$ cat src/rtl/i2c_pkg.sv
// Shared types and defaults for the i2c_master arbiter.
package i2c_pkg;

   typedef enum logic [1:0] {
      IDLE,
      ISSUE,
      WAIT_DONE,
      RESPOND
   } arb_state_t;

   typedef enum logic [1:0] {
      OK       = 2'd0,
      START_TO = 2'd1,
      XFER_TO  = 2'd2
   } i2c_err_t;

   localparam int DEF_START_TIMEOUT = 1023;
   localparam int DEF_XFER_TIMEOUT  = 65535;
   localparam int WD_W              = 16;

endpackage

$ cat src/rtl/i2c_arbiter_rr.sv
// Combinational round-robin picker: searches from the index after last_grant.
module rr_arbiter #(
   parameter int N  = 4,
   parameter int IW = $clog2(N)
) (
   input  logic [N-1:0]  req,
   input  logic [IW-1:0] last_grant,
   output logic [N-1:0]  grant,
   output logic [IW-1:0] grant_idx,
   output logic          any
);

   logic          found;
   logic [IW-1:0] idx;
   int            pos;

   assign any = |req;

   always_comb begin
      grant     = '0;
      grant_idx = '0;
      found     = 1'b0;
      idx       = '0;
      pos       = 0;
      for (int k = 1; k <= N; k++) begin
         pos = (int'(last_grant) + k) % N;
         idx = IW'(pos);
         if (!found && req[idx]) begin
            found      = 1'b1;
            grant[idx] = 1'b1;
            grant_idx  = idx;
         end
      end
   end

endmodule

$ cat src/rtl/i2c_arbiter.sv
// Shares one i2c_master between NUM_REQ requesters: round-robin grant,
// command latch, busy synchronizer, start/transfer watchdog, response regs.
module i2c_arbiter
   import i2c_pkg::*;
#(
   parameter int NUM_REQ       = 4,
   parameter int START_TIMEOUT = DEF_START_TIMEOUT,
   parameter int XFER_TIMEOUT  = DEF_XFER_TIMEOUT
) (
   input  logic                    sysclk,
   input  logic                    reset_n,
   input  logic [NUM_REQ-1:0]      req,
   input  logic [NUM_REQ-1:0]      req_rw,
   input  logic [NUM_REQ-1:0][6:0] req_addr,
   input  logic [NUM_REQ-1:0][7:0] req_wdata,
   output logic [NUM_REQ-1:0]      req_ack,
   output logic [NUM_REQ-1:0]      done,
   output logic [7:0]              rdata,
   output logic [1:0]              err,
   output logic                    m_enable,
   output logic                    m_rw,
   output logic [6:0]              m_address,
   output logic [7:0]              m_wdata,
   input  logic [7:0]              m_rdata,
   input  logic                    m_busy
);

   localparam int             IW        = $clog2(NUM_REQ);
   localparam logic [WD_W-1:0] START_LIM = WD_W'(START_TIMEOUT);
   localparam logic [WD_W-1:0] XFER_LIM  = WD_W'(XFER_TIMEOUT);

   arb_state_t          state, state_nxt;
   logic                busy_s1, busy_s2;
   logic [WD_W-1:0]     wd;
   logic [IW-1:0]       last_grant, last_grant_nxt;
   i2c_err_t            err_q, err_nxt;

   logic [NUM_REQ-1:0]  grant;
   logic [IW-1:0]       grant_idx;
   logic                any_req;

   logic [NUM_REQ-1:0]  req_ack_nxt, done_nxt;
   logic [7:0]          rdata_nxt, m_wdata_nxt;
   logic [6:0]          m_address_nxt;
   logic                m_enable_nxt, m_rw_nxt;
   logic                start_to, xfer_to;

   rr_arbiter #(.N(NUM_REQ), .IW(IW)) u_rr (
      .req        (req),
      .last_grant (last_grant),
      .grant      (grant),
      .grant_idx  (grant_idx),
      .any        (any_req)
   );

   assign start_to = (wd >= START_LIM);
   assign xfer_to  = (wd >= XFER_LIM);
   assign err      = err_q;

   always_ff @(posedge sysclk or negedge reset_n) begin
      if (!reset_n) state <= IDLE;
      else          state <= state_nxt;
   end

   always_comb begin
      state_nxt = state;
      case (state)
         IDLE:      if (any_req) state_nxt = ISSUE;
         ISSUE:     if (busy_s2) state_nxt = WAIT_DONE;
                    else if (start_to) state_nxt = RESPOND;
         WAIT_DONE: if (!busy_s2 || xfer_to) state_nxt = RESPOND;
         RESPOND:   state_nxt = IDLE;
         default:   state_nxt = IDLE;
      endcase
   end

   // Outputs are registered; these are their next values. Completion wins
   // over a timeout that fires in the same cycle.
   always_comb begin
      req_ack_nxt    = '0;
      done_nxt       = '0;
      m_enable_nxt   = m_enable;
      m_rw_nxt       = m_rw;
      m_address_nxt  = m_address;
      m_wdata_nxt    = m_wdata;
      rdata_nxt      = rdata;
      err_nxt        = err_q;
      last_grant_nxt = last_grant;
      case (state)
         IDLE: begin
            if (any_req) begin
               req_ack_nxt    = grant;
               m_enable_nxt   = 1'b1;
               m_rw_nxt       = req_rw[grant_idx];
               m_address_nxt  = req_addr[grant_idx];
               m_wdata_nxt    = req_wdata[grant_idx];
               last_grant_nxt = grant_idx;
            end
         end
         ISSUE: begin
            if (busy_s2) begin
               m_enable_nxt = 1'b0;
            end else if (start_to) begin
               m_enable_nxt = 1'b0;
               err_nxt      = START_TO;
            end
         end
         WAIT_DONE: begin
            if (!busy_s2) begin
               err_nxt = OK;
               if (m_rw) rdata_nxt = m_rdata;
            end else if (xfer_to) begin
               err_nxt = XFER_TO;
            end
         end
         RESPOND:  done_nxt[last_grant] = 1'b1;
         default: ;
      endcase
   end

   always_ff @(posedge sysclk or negedge reset_n) begin
      if (!reset_n) begin
         busy_s1    <= 1'b0;
         busy_s2    <= 1'b0;
         wd         <= '0;
         last_grant <= IW'(NUM_REQ - 1);
         err_q      <= OK;
         req_ack    <= '0;
         done       <= '0;
         rdata      <= '0;
         m_enable   <= 1'b0;
         m_rw       <= 1'b0;
         m_address  <= '0;
         m_wdata    <= '0;
      end else begin
         busy_s1    <= m_busy;
         busy_s2    <= busy_s1;
         if (state_nxt != state) wd <= '0;
         else if (wd != '1)      wd <= wd + 1'b1;
         last_grant <= last_grant_nxt;
         err_q      <= err_nxt;
         req_ack    <= req_ack_nxt;
         done       <= done_nxt;
         rdata      <= rdata_nxt;
         m_enable   <= m_enable_nxt;
         m_rw       <= m_rw_nxt;
         m_address  <= m_address_nxt;
         m_wdata    <= m_wdata_nxt;
      end
   end

endmodule

$ cat config.mk
export PLATFORM = sky130hd
export DESIGN_NAME = i2c_arbiter
export DESIGN_NICKNAME = d
export VERILOG_FILES = /design/src/rtl/i2c_pkg.sv /design/src/rtl/i2c_arbiter_rr.sv /design/src/rtl/i2c_arbiter.sv
export SDC_FILE = /design/constraint.sdc
export NUM_CORES = 1
export LEC_CHECK = 0
export BUFFER_PORTS_ARGS = -buffer_cell sky130_fd_sc_hd__buf_2
export CAP_MARGIN = 20
export CORE_MARGIN = 1
export CORE_UTILIZATION = 41
export CTS_CLUSTER_SIZE = 30
export DETAILED_ROUTE_END_ITERATION = 7
export GPL_TIMING_DRIVEN = 0
export PLACE_DENSITY = 0.67
export SYNTH_ARGS = -nofsm -noshare
export SYNTH_HDL_FRONTEND = slang
export SYNTH_SLANG_ARGS = --single-unit
$ cat constraint.sdc
create_clock -name sysclk -period 3.9 [get_ports sysclk]
set_input_delay 0.39 -clock sysclk [delete_from_list [all_inputs] [get_ports sysclk]]
set_output_delay 0.39 -clock sysclk [all_outputs]
set_load 0.02 [all_outputs]
# After elaboration in Yosys (flattened, before gate mapping)
# Cells that the tools add are included.
# word_totals
out_inout_bits	35
elab_cells	121
register_bits	57
inputBits	79
# op_classes
mux	54
n_lt_le_gt_ge	13
add_sub_neg	5
reduce_logical	22
n_eq_ne	10
bitwise	4
# op_table
operator	n
$mux W16	2
$mux W4	7
$mux W2	12
$lt A2 B3 Y1 const B	6
$add A16 B1 Y16 const B	1
$bmux W8 S2	1
$ge A16 B10 Y1 const B	1
$ge A16 B16 Y1 const B	1
$mux W1	16
$ne A16 B16 Y1 const B	1
$bmux W7 S2	1
$or A4 B4 Y4	3
$bmux W1 S2	5
$demux W1 S2	5
$ge A2 B1 Y1 const B	5
$logic_and A1 B1 Y1	8
$mux W8	1
$pmux W2 S4	1
$mux W7	1
$ne A2 B2 Y1 const B	3
$ne A3 B3 Y1 const B	2
$reduce_and A3 Y1	2
$reduce_bool A2 Y1	3
$add A2 B1 Y2 const B	2
13 further kinds	18

# Longest topological paths before layout
# Gate-level depths: netlist (run 1).
# logic_depth
ltp_word	15
mapped_depth	12
mapped_depth_nobuf	8

# Hierarchy
# From an unflattened synthesis (run 1), not the netlist that was laid out.
# hier_totals
cells_unflattened	290
hier_area_um2	3422.0
# modules_own_cells
module	seq_area_each_um2	cells_each	area_per_inst_um2	instances
i2c_arbiter	1428.9	220	2881.5	1
rr_arbiter	0.0	70	540.5	1

# Worst setup path after synthesis (run 1)
# OpenSTA, ideal clock, no wires.
# synth_timing
path_type	reg-to-reg
start	register last_grant[0]
end	register m_address[0]
required_ns	3.758
setup_ns	0.142
n_path_buf	4
slack_ns	0.694
stages_incl_launch_ff	13
arrival_time_ns	3.064
path_cell_list	dfstp_2 buf_2 inv_1 ha_1 mux4_2 nor2b_4 buf_6 o21ai_4 o31a_1 buf_6 buf_12 mux2i_1 o221ai_1
# synth_via
elab_chain_cells	15
word_cells_on_any_way	27
classes_between	4 x add/sub; 17 x mux; 6 x reduce/logical
# synth_rtl
element	line_no	rtl
from (decl)	i2c_arbiter.sv:35	logic [IW-1:0] last_grant, last_grant_nxt;
from (signal assigned)	i2c_arbiter.sv:126	last_grant <= IW'(NUM_REQ - 1);
from (signal assigned)	i2c_arbiter.sv:140	last_grant <= last_grant_nxt;
$add A2 B1 Y2	i2c_arbiter_rr.sv:26	pos = (int'(last_grant) + k) % N;
$bmux W1 S2	i2c_arbiter_rr.sv:28	if (!found && req[idx]) begin
$mux W1 (implied by the code)	i2c_arbiter_rr.sv:28	
$mux W1	i2c_arbiter_rr.sv:28	
$logic_not A1 Y1	i2c_arbiter_rr.sv:28	
$logic_and A1 B1 Y1	i2c_arbiter_rr.sv:28	
$mux W1	i2c_arbiter_rr.sv:28	
$logic_not A1 Y1	i2c_arbiter_rr.sv:28	
$logic_and A1 B1 Y1	i2c_arbiter_rr.sv:28	
$mux W1	i2c_arbiter_rr.sv:28	
$logic_not A1 Y1	i2c_arbiter_rr.sv:28	
$logic_and A1 B1 Y1	i2c_arbiter_rr.sv:28	
$mux W2 (*)	i2c_arbiter_rr.sv:28	
$bmux W7 S2 (*)	i2c_arbiter.sv:95	m_address_nxt = req_addr[grant_idx];
$mux W7 (implied by the code) (*)	i2c_arbiter.sv:95	
to (signal assigned)	i2c_arbiter.sv:147	m_address <= m_address_nxt;
to (decl)	i2c_arbiter.sv:22	output logic [6:0] m_address,
# Every way passes the cells marked *; elsewhere a longest branch is shown, timed or not. The select of a mux whose other input is x is not followed.
# A chain may end at the register's enable or synchronous reset.

# Final worst setup path (run 1)
# Ends and elaborated chain as after synthesis.

==> results of run 1 <==
[worst reg2reg max path, cell delays in order (launching register included)]
cell and delay, ns:
dfstp_2 0.62, buf_2 0.28, inv_1 0.19, ha_1 0.41
mux4_2 0.57, nor2b_4 0.15, buf_6 0.13, o21ai_4 0.25
o31a_1 0.21, buf_6 0.15, buf_12 0.15, mux2i_1 0.25
o221ai_1 0.15
[area by class of cell]
class | count | area (µm²) | area share (%)
multi-input combinational | 255 | 1840 | 42.4
sequential | 57 | 1430 | 32.8
timing repair buffer | 113 | 581 | 13.3
tap | 102 | 128 | 2.93
clock buffer | 9 | 124 | 2.85
buffer | 21 | 124 | 2.85
clock inverter | 7 | 95.1 | 2.19
inverter | 7 | 26.3 | 0.604
[layout by cell type (no fill, tap or decap), types with 3 or more instances in the layout]
cell,netlist,layout
o21ai_0,18,18
o21ai_1,3,3
a21oi_1,8,8
clkbuf_1,12,12
a22oi_1,4,4
nor2_1,32,32
buf_2,5,117
dfrtp_1,55,55
nand3_1,8,8
nand4_1,3,3
o221ai_1,17,17
o22ai_1,17,17
xor2_1,5,5
clkbuf_8,0,9
buf_6,3,3
and3_1,6,6
mux2i_1,19,19
mux2_2,23,23
a221oi_1,4,4
xnor2_1,5,5
ha_1,9,9
nor3_1,6,6
nand2_1,31,31
inv_1,7,7
[routing by layer]
layer	share of wire [%]	wire [µm]	track usage, %	vias to the layer above
met5	0	0	0	-
met2	48	4110	34.9	97
met1	46	3940	27.6	1489
met3	4.5	384	5.37	15
met4	2.1	183	7.95	0
li1	-	-	-	1524
[final timing paths]
| check | endpoint | slack (ns) |
|---|---|---|
| min | req_ack[1] | 0.008 |
| min reg2reg | busy_s2 | 0.38 |
| min in group sysclk | busy_s1 | 0.16 |
| max reg2reg | m_address[0] | 0.24 |
| max | m_address[0] | 0.24 |
| max in group asynchronous | last_grant[1] | 3.26 |
[flip-flops by register name, summed over array words and instances, names as in the netlist]
register and cells:
m_enable 1, busy_s1 1, m_rw 1, m_wdata 8
busy_s2 1, wd 16, m_address 7, done 4
state 2, rdata 8, last_grant 2, req_ack 4
err 2
[logic make-up (layout without fill, tap and decap cells)]
kind of cell	Yosys count	count (layout)	synth area share [%]
compound gates	87	87	18.1
xor+xnor	10	10	2.56
fa+ha+maj	9	9	3.29
buf+inv	28	157	4.39
flops	57	57	41.7
mux	46	46	15.2
simple gates	103	103	14.7
[report_power, final]
| group | internal [µW] | switching (µW) |
|---|---|---|
| clock network | 359 | 255 |
| logic | 836 | 1200 |
| registers | 791 | 106 |
| total | 1990 | 1560 |
[through the flow]
step / power, µW / instance area, µm² / util (%) / hold slack, ns / cells
2_1_floorplan: 2400 / 3420 / - / 0.0944 / 340
3_3_place_gp: 2900 / 4110 / 52.1 / 0.380 / 554
3_5_place_dp: 2940 / 4130 / 52.4 / 0.375 / 555
4_1_cts: 3570 / 4350 / 55.2 / 0.0186 / 571
5_1_grt: 3800 / 4350 / 55.2 / 0.0379 / 571
6_report: 3540 / 4350 / 55.2 / 0.00773 / 571
==> impl.org, run 1 <==
** Final layout
- Fill cells in the final layout number approximately 720.
- NumNets Final :: around 550
- Antenna Diode Count :: 0
- Area Growth Syn to Fin :: 27.1%
- The post-route netlist has 36.9% of its cells at a drive strength greater than 1.

** Detailed routing
- Once detail routing completed, the nets flagged for antenna violations numbered 0.
- Summed over all layers, the routed wires come to about 8.6 mm.
- The first routing iteration left 187 violations.
- Dividing the detail-routed wire length by the instance count gives 15.1 µm.
- For this run, design rule violations remaining after detail routing come to 0.
- Via total after detailed routing :: 3125
- After detailed routing, the number of vias per cell comes to 5.47.
- Drt first pass iters :: 4

** Critical path
- Cell count along the critical path :: 12
- The critical path starts at last_grant[0].
- Critical Path Max Stage Delay :: 0.62 ns
- Traced cell by cell, the critical path runs through buf_2 > inv_1 > ha_1 > mux4_2 > nor2b_4 > buf_6 > o21ai_4 > o31a_1 > buf_6 > buf_12 > mux2i_1 > o221ai_1.
- STA puts the critical path data arrival time at between 3 and 4 ns.
- STA puts the critical path data required time at 4.10 ns.
- On the critical path the largest part of the delay comes from buffers and inverters.
- Crit end category :: flip-flop
- Critical Path Source Type :: flip-flop
- Register-to-Register Path Depth :: 12
- The number of buffers and inverters on the critical path is 5.
- Startpoint of the worst register-to-register path :: last_grant[0]
- For this design, the slowest cell found on the critical path is dfstp_2.
- The worst setup path is of the flip-flop to flip-flop kind.
- Along the worst path, the maximum fanout reaches 10.
- Library cell appearing most often on the critical path :: buf_6

** Global routing
- Via count of the first global-routing pass :: 3021
- For this run the aggregate overflow at the end of global routing stands at 0.
- Entering global routing, the biggest net connects 36 pins.
- The number of antenna violations at the first check in global routing came to 0.
- Across every metal layer, demand over resource in global routing totals between 20% and 30%.
- Wire length of the first global-routing pass :: 14.4 mm

** Yosys
- Unique masters post-synth :: 53
- Register area share after synthesis :: 41.7%
- During synthesis, Yosys emitted a total of 0 warnings.
- Each instance of the synthesized netlist takes up on average just over 10 µm².
- Counting flops with an async set or reset pin after synthesis yields a share of 100%.
- After technology mapping, the gate count stands at 340.
- The mapped netlist covers 3420 µm².
- Of all cell types, the one taking the most synthesized area is dfrtp_1.
- Synth area leaders :: dfrtp_1 40%, mux2_2 7.6%, mux2i_1 5.6%
- When the netlist entered floorplanning its net count stood at 428.
- Count leader, synth :: dfrtp_1
- In this run the biggest area consumer among cell types represents 40.2% of the synthesized area.
- Top FF cell, synth :: dfrtp_1
- Number of enable-type register cells in the synthesized netlist :: 0
- By count the netlist is led by 55 x dfrtp_1, 32 x nor2_1, 31 x nand2_1.
- Number of register bits inferred by synthesis :: 57

** Clock network
- Clock net sink count :: 57
- The number of setup buffers added after CTS is 0.
- In this run the number of H-tree levels came out at 3.
- In this run the deepest clock path goes through 2 buffers.
- TritonCTS built the clock tree.
- The number of hold buffers added after CTS was 0.
- Count of instances resized after the clock tree is built :: 0
- The later pin in the worst-skew pair is clocked with a latency of 0.35 ns.
- In this run the clock root is driven by a clkbuf_8.
- Clock tree synthesis inserted a total of 9 buffers.
- After clock tree synthesis, the clock-pin slew on the worst setup and hold paths is 0.08 ns.

** Timing
- Setup Viol. Count Final :: 0
- Of the available clock period, the critical path in the final layout requires between 90% and 100%.
- Worst-margin pin slew :: approximately 0.70 ns
- Setup repair after global routing missed its margin :: no
- Clock period minus final worst setup slack :: ~3.7 ns
- Final Hold Violating Endpoints :: 0
- Clock skew after layout :: 0.00847 ns
- Setup slack closes at 0.238 ns.
- Highest attainable clock frequency :: 273 MHz
- Setup total negative slack on the finished layout was measured at 0 ns.
- The number of slew-limit violations in the final report is 0.
- Max transition margin :: 53.7%

** Floorplanning
- The total area inside the core boundary comes to 7890 µm².
- The die covers 8720 µm².
- Horizontal die dimension :: approximately 93 µm
- In this run the vertical extent of the chip is 93.4 µm.
- Count of pins on the block boundary :: 114
- Initial Utilization :: 43.4%
- Standard-cell rows :: 32

** Min path
- The tightest min-delay check is of the primary input to asynchronous set/reset pin type.

** Placed design
- At the placement stage, the worst setup path has a slack of roughly 0.25 ns.
- The wire-length estimate of the detail-placed layout is 6.47 mm.
- Routability-driven placement finished with a final weighted congestion of 0.782.
- Port buffering added 112 buffers.

** Status
- The flow ran to the end, and the final reports show no timing, DRC or antenna violations.

** Pwr
- Worst voltage drop across the vdd grid :: about 380 µV
- PD cells :: slightly above 800 nW/µm²
- The analysis attributes to cell leakage a power of 0.00209 µW.

** Job
- The tool flagged a number of max-cap violations equal to 0.
Note: power is estimated with default switching activity, not from simulation.
==> inputs of run 2 (changes only) <==
- ABC_AREA: default -> 0
- CORE_UTILIZATION: 41 -> 30
- PLACE_DENSITY: 0.67 -> default
==> run 2 against run 1 <==
Via count increased by 1.9%. Routed wire length grew 8.8%. Core utilization shrank 14 points. Largest power group unchanged. Cell area grew 3.1%. Fmax is 0.45% higher. Worst setup slack better by 0.017 ns. Critical path type unchanged. Combinational power about the same. Largest cell class unchanged.
==> impl.org, run 2 (same netlist as run 1, synthesis figures left out) <==
** Global routing
- The global route total overflow was 0 (unchanged).
- The total global routing track utilization was 16.7% (-4.8 points).
- GR Layer Usage met2 :: 27.7% (-7.2 points)
- GR met1 Demand/Resource :: 21.0% (-6.6 points)
- Via count of the first global-routing pass :: 3164 (+4.7%)
- Pin count of the biggest net entering global routing :: 37 (+2.8%)
- Number of antenna violations at the first check in global routing :: 0 (unchanged)
- The global routing stage identified its most utilized layer as met2.
- The met3 track demand over resource came to 3.47% (-1.9 points).
- The first-pass GRT wire length is 15.2 mm (+5.4%).

** Status
- Result of the run :: finished clean

** Critical path
- Required @ worst endpoint :: 4.08 ns (-0.02 ns)
- The worst setup path is of the flip-flop to flip-flop kind.
- CP Max Fanout :: 10 (unchanged)
- The worst path arrival time was 3.83 ns (-0.03 ns).
- The worst setup path is launched from a flip-flop.
- Crit end category :: flip-flop

** Final layout
- The fraction of final layout cells sized beyond drive strength 1 is 36.9% (unchanged).
- The final net count is 552 (unchanged).
- Ranked by flip-flop count, first place goes to wd.
- Largest registers :: wd x16, m_wdata x8, rdata x8
- Antenna Diode Count :: 0 (unchanged)
- Compared with the post-synthesis result, the final layout area differs by 31.0%.
- Commonest cells after routing, fill and taps aside :: 117 x buf_2, 55 x dfrtp_1, 32 x nor2_1, 31 x nand2_1, 23 x mux2_2
- The flip-flop count of the largest register, all copies and words added is 16 (unchanged).
- Leading cell type in the layout, fill and taps excluded :: buf_2

** Floorplanning
- The starting density of the core came to 31.2% (-12 points).
- The area enclosed by the die boundary came to 11800 µm² (+36%).
- The chip height was 109 µm (+17%).
- Core outline area :: 11000 µm² (+39%)
- Count of pins on the block boundary :: 114 (unchanged)
- Horizontal die dimension :: 109 µm (+17%)
- The floorplan row count was 38 (+19%).

** Clock network
- The root buffer cell chosen for the clock tree is clkbuf_16.
- Post-CTS Setup Bufs :: 0 (unchanged)
- # H-tree levels :: 3 (unchanged)
- The maximum number of buffers from clock root to sink was 2 (unchanged).
- Count of instances resized after the clock tree is built :: 0 (unchanged)
- CTS clk-pin slew, worst paths :: 0.06 ns (-0.02 ns)
- The clock latency on the worst-skew pair came to 0.33 ns (-0.02 ns).
- Clock tree from TritonCTS :: yes
- Clock net sink count :: 57 (unchanged)
- Number of buffers added by the clock tree synthesis step :: 9 (unchanged)
- Post-cts hold buffer count :: 0 (unchanged)

** Timing
- Setup Viol. Count Final :: 0 (unchanged)
- The count of final hold-check violations is 0 (unchanged).
- Highest attainable clock frequency :: 274 MHz (+0.45%)
- The post-route minimum period came to 3.65 ns (-0.0166 ns).
- Number of max-slew violations in the final report :: 0 (unchanged)
- Setup repair after global routing missed its margin :: no
- The worst clock skew on the final layout was 0.00512 ns (-0.00335 ns).
- The actual transition at the worst max-transition pin is 0.689 ns (-0.00632 ns).
- Setup_tns :: 0 ns (unchanged)
- The worst max-slew margin expressed relative to the limit was 54.1% (+0.42 points).
- The portion of the clock cycle consumed by the worst path in the final layout was 93.5% (-0.42 points).

** Detailed routing
- The total via count after detailed routing was 3184 (+1.9%).
- Number of design rule violations left after detail routing :: 0 (unchanged)
- Drt first pass iters :: 4 (unchanged)
- The post-detailed-route wirelength per cell came to 15.4 µm (+2.0%).
- Number of violations reported at the end of detailed-routing iteration 0 :: 104 (-44%)
- The final antenna-violating net count was 0 (unchanged).
- The routed via count divided by cell count came to 5.23 (-4.5%).
- Total wire length after detailed routing :: 9.38 mm (+8.8%)

** Pwr
- The power density of the placed cells was 835 nW/µm² (+2.6%).
- The total power after layout is 3750 µW (+5.8%).
- Leakage dissipation :: 0.00212 µW (+1.7%)
- The largest voltage drop on the vdd net came to 358 µV (-5.5%).

** Job
- The max-cap violation count was 0 (unchanged).

** Placed design
- The half-perimeter wire length after placement was 7.08 mm (+9.4%).
- The number of input and output port buffers inserted is 112 (unchanged).
- The final weighted congestion in routability-driven placement is 0.791 (+1.1%).

** Min path
- HP Class :: primary input to asynchronous set/reset pin
[run 2: metrics by stage]
step / hold WS (ns) / setup WS [ns] / area (µm²) / std cells / utilization [%]
finish: 0.0577 / 0.254 / 4490 / 609 / 40.8
detailed placement: 0.343 / 0.251 / 4180 / 593 / 38.0
global route: 0.0898 / 0.0507 / 4490 / 609 / 40.8
floorplan: 0.0944 / 0.694 / 3420 / 340 / -
CTS: 0.0631 / 0.224 / 4490 / 609 / 40.8
global placement: 0.338 / 0.282 / 4160 / 592 / 37.9
[run 2: path summary, 6_finish.rpt]
check,slack (ns),end,startpoint,depth (start not counted)
min reg2reg,0.35,busy_s2,busy_s1,0
min,0.06,m_address[6],reset_n,1
max,0.25,m_address[1],last_grant[0],12
max reg2reg,0.25,m_address[1],last_grant[0],12
min in group sysclk,0.17,busy_s1,m_busy,1
max in group asynchronous,3.19,last_grant[1],reset_n,2
[run 2: final cells by class]
cell class	instances	area [µm²]
timing repair buffer	113	581
clock inverter	6	67.6
fill	1092	6500
tap	140	175
buffer	21	124
clock buffer	10	239
sequential	57	1430
inverter	7	26.3
multi-input combinational	255	1840
[run 2: power by group]
group	internal, µW	total (µW)	switching, µW
Sequential	792	893	102
Clock	512	805	292
Combinational	836	2050	1210
Total	2140	3750	1610
[run 2: routing by layer]
metal,vias to the layer above,share of wire [%],wire length (µm)
li1,1529,-,-
met1,1536,44,4130
met2,95,49,4580
met3,24,4.5,421
met4,0,2.6,247
met5,-,0,0
[run 2: worst max-delay path, stage by stage (launching register included)]
cell	delay (ns)
dfstp_2	0.60
buf_2	0.27
inv_1	0.20
ha_1	0.41
mux4_2	0.58
nor2b_4	0.16
buf_6	0.14
o21ai_4	0.26
o31a_1	0.21
buf_6	0.15
buf_12	0.15
mux2i_1	0.23
o221ai_1	0.14
==> inputs of run 3 (changes only) <==
- MAX_ROUTING_LAYER: default -> met4
- PLACE_DENSITY: default -> 0.56
==> run 3 against run 2 <==
Sequential share of layout area hardly changed. Routed wire length fell by 0.64%. Count of clock-buffer cells in the layout shrank 1. Global-route usage shrank 0.068 points. Largest cell class unchanged. Cell area about the same. Largest power group unchanged.
==> impl.org, run 3 (same netlist as run 1, synthesis figures left out) <==
** Pwr
- Switching power of the nets :: 1620 µW (+1.1%)
- The power density of the placed cells is 836 nW/µm² (+0.14%).
- The portion of total power attributed to combinational logic came to 54.9% (+0.2 points).
- The clock share of power was 21.2% (-0.3 points).
- Overall power :: 3750 µW (about the same)
- Internal Power :: 2130 µW (-0.66%)
- The standby leakage power is 0.00212 µW (-0.28%).
- The switching power as a share of total power is 43.3% (+0.43 points).
- Relative contribution of sequential cells to total power :: 23.9% (about the same)
- Worst voltage drop across the vdd grid :: 360 µV (+0.59%)

** Final layout
- The library cell used most frequently in the layout, excluding fill and tap cells, is buf_2.
- Non-Filler Cell Area, Final :: 4480 µm² (about the same)
- In the final layout, the registers with the most flip-flops are wd x16, m_wdata x8, rdata x8.
- The fraction of final layout cells sized beyond drive strength 1 came to 36.9% (unchanged).
- Number of flip-flops under the largest register name :: 16 (unchanged)
- Largest register by flop count :: wd
- The final net count came to 552 (unchanged).
- The post-synthesis to final-layout area growth is 31.0% (about the same).
- The total inserted antenna cells is 0 (unchanged).
- Cell Count, Final, Fillers Out :: 609 (unchanged)
- In the layout the commonest cells are 117 x buf_2, 55 x dfrtp_1, 32 x nor2_1, 31 x nand2_1, 23 x mux2_2.

** Placed design
- Total placed cells including tap cells :: 593 (unchanged)
- Estimated wirelength of the detail-placed design :: 6.93 mm (-2.1%)
- Instance area at placement :: 4180 µm² (unchanged)
- The final weighted congestion in routability-driven placement came to 0.802 (+1.4%).
- The setup slack at placement came to 0.193 ns (-0.0580 ns).
- PortBufs :: 112 (unchanged)

** Detailed routing
- WL/cell :: 15.3 µm (-0.64%)
- The final antenna-violating net count was 0 (unchanged).
- The total via count after detailed routing is 3149 (-1.1%).
- The routed via count divided by cell count came to 5.17 (-1.1%).
- The DRC marker count from the first detailed-route iteration was 77 (-26%).
- Drt first pass iters :: 4 (unchanged)
- The sum of routed wire length over all layers came to 9.32 mm (-0.64%).
- Number of design rule violations left after detail routing :: 0 (unchanged)

** Critical path
- The worst setup path is captured at a flip-flop.
- Critical-path top delay cell :: dfstp_2
- Among the stages of the critical path, the cell type that occurs most often is buf_6.
- The worst path arrival time is 3.84 ns (about the same).
- Count of buffer and inverter cells on the critical path :: 5 (unchanged)
- By startpoint and endpoint, the worst setup path is classified as flip-flop to flip-flop.
- On the critical path the largest part of the delay comes from buffers and inverters.
- CP Max Fanout :: 10 (unchanged)
- The biggest cell delay along the critical path came to 0.61 ns (about the same).
- Required @ worst endpoint :: 4.07 ns (about the same)
- Traced cell by cell, the critical path runs through buf_2 > inv_1 > ha_1 > mux4_2 > nor2b_4 > buf_6 > o21ai_4 > o31a_1 > buf_6 > buf_12 > mux2i_1 > o221ai_1.
- The worst setup path is launched from a flip-flop.

** Status
- Result of the run :: finished clean

** Clock network
- The root buffer cell chosen for the clock tree is clkbuf_16.
- The number of buffers created by CTS was 9 (unchanged).
- The total of cells resized after clock tree synthesis came to 0 (unchanged).
- Post-CTS Setup Bufs :: 0 (unchanged)
- Worst skew pair latency :: 0.32 ns (about the same)
- TritonCTS built the clock tree.
- CTS clk-pin slew, worst paths :: 0.06 ns (about the same)
- The H-tree level count was 3 (unchanged).
- Post-cts hold buffer count :: 0 (unchanged)
- The maximum number of buffers from clock root to sink is 2 (unchanged).
- The number of sinks on the clock net came to 57 (unchanged).

** Floorplanning
- The floorplan row count is 38 (unchanged).
- The chip height came to 109 µm (unchanged).
- Horizontal die dimension :: 109 µm (unchanged)
- The I/O pin total was 114 (unchanged).
- The area enclosed by the die boundary was 11800 µm² (unchanged).
- Initial Utilization :: 31.2% (unchanged)
- The standard cell core area is 11000 µm² (unchanged).

** Timing
- Setup repair after global routing missed its margin :: no
- Max transition margin :: 49.3% (-4.8 points)
- Post-route clock period utilization :: 94.2% (+0.70 points)
- Number of max-slew violations in the final report :: 0 (unchanged)
- Clock skew after layout :: 0.00800 ns (+0.00288 ns)
- The aggregate negative setup slack is 0 ns (unchanged).
- Clock period minus final worst setup slack :: 3.67 ns (+0.0274 ns)
- Highest attainable clock frequency :: 272 MHz (-0.75%)
- The post-route worst setup slack came to 0.227 ns (-0.0274 ns).
- The total setup violations reported at the end of the flow was 0 (unchanged).
- The actual transition at the worst max-transition pin came to 0.761 ns (+0.0723 ns).
- Final Hold Violating Endpoints :: 0 (unchanged)

** Global routing
- The global route total overflow came to 0 (unchanged).
- The via count of the first global-routing pass is 2984 (-5.7%).
- Pin count of the biggest net entering global routing :: 31 (-16%)
- The total global routing track utilization was 16.6% (-0.068 points).
- The first-pass GRT wire length was 14.6 mm (-4.1%).
- Number of antenna violations at the first check in global routing :: 0 (unchanged)

** Job
- Number of max-capacitance violations reported :: 0 (unchanged)

** Min path
- The min-delay analysis places its worst path in the category primary input to asynchronous set/reset pin.
-- run 3: path summary, 6_finish.rpt --
| path | startpoint | endpoint | slack (ns) | cells after the start |
|---|---|---|---|---|
| worst max-delay path | last_grant[0] | m_address[1] | 0.23 | 12 |
| max in group asynchronous | reset_n | wd[3] | 3.14 | 2 |
| worst min register to register | busy_s1 | busy_s2 | 0.38 | 0 |
| worst max register to register | last_grant[0] | m_address[1] | 0.23 | 12 |
| min in group sysclk | m_busy | busy_s1 | 0.18 | 1 |
| worst min-delay path | reset_n | m_address[4] | 0.14 | 1 |
-- run 3: cell type report --
class	instances	area [µm²]
flip-flops and latches	57	1430
clock buffers	9	225
well taps	140	175
multi-input cells	255	1840
clock inverters	7	78.8
plain buffers	21	124
repair buffers	113	581
fillers	1075	6500
inverters	7	26.3
-- run 3: power by group through the flow --
stage / Combinational (µW) / Clock, µW / Sequential [µW]
after global placement: 2030 / 0 / 899
final: 2060 / 795 / 896
after floorplan: 1320 / 0 / 1080
after global routing: 2230 / 846 / 921
after CTS: 2060 / 820 / 899
after detailed placement: 2060 / 0 / 907
-- run 3: per-stage QoR --
step / hold slack, ns / utilization [%]
4_1_cts: 0.152 / 40.8
2_1_floorplan: 0.0944 / -
3_3_place_gp: 0.370 / 37.9
3_5_place_dp: 0.368 / 38.0
5_1_grt: 0.171 / 40.8
6_report: 0.139 / 40.8
-- run 3: routing by layer --
metal	global-route usage, %	wire length [µm]
met1	20.3	4230
met2	27.1	4580
met3	2.93	343
met5	-	0
met4	6.76	165
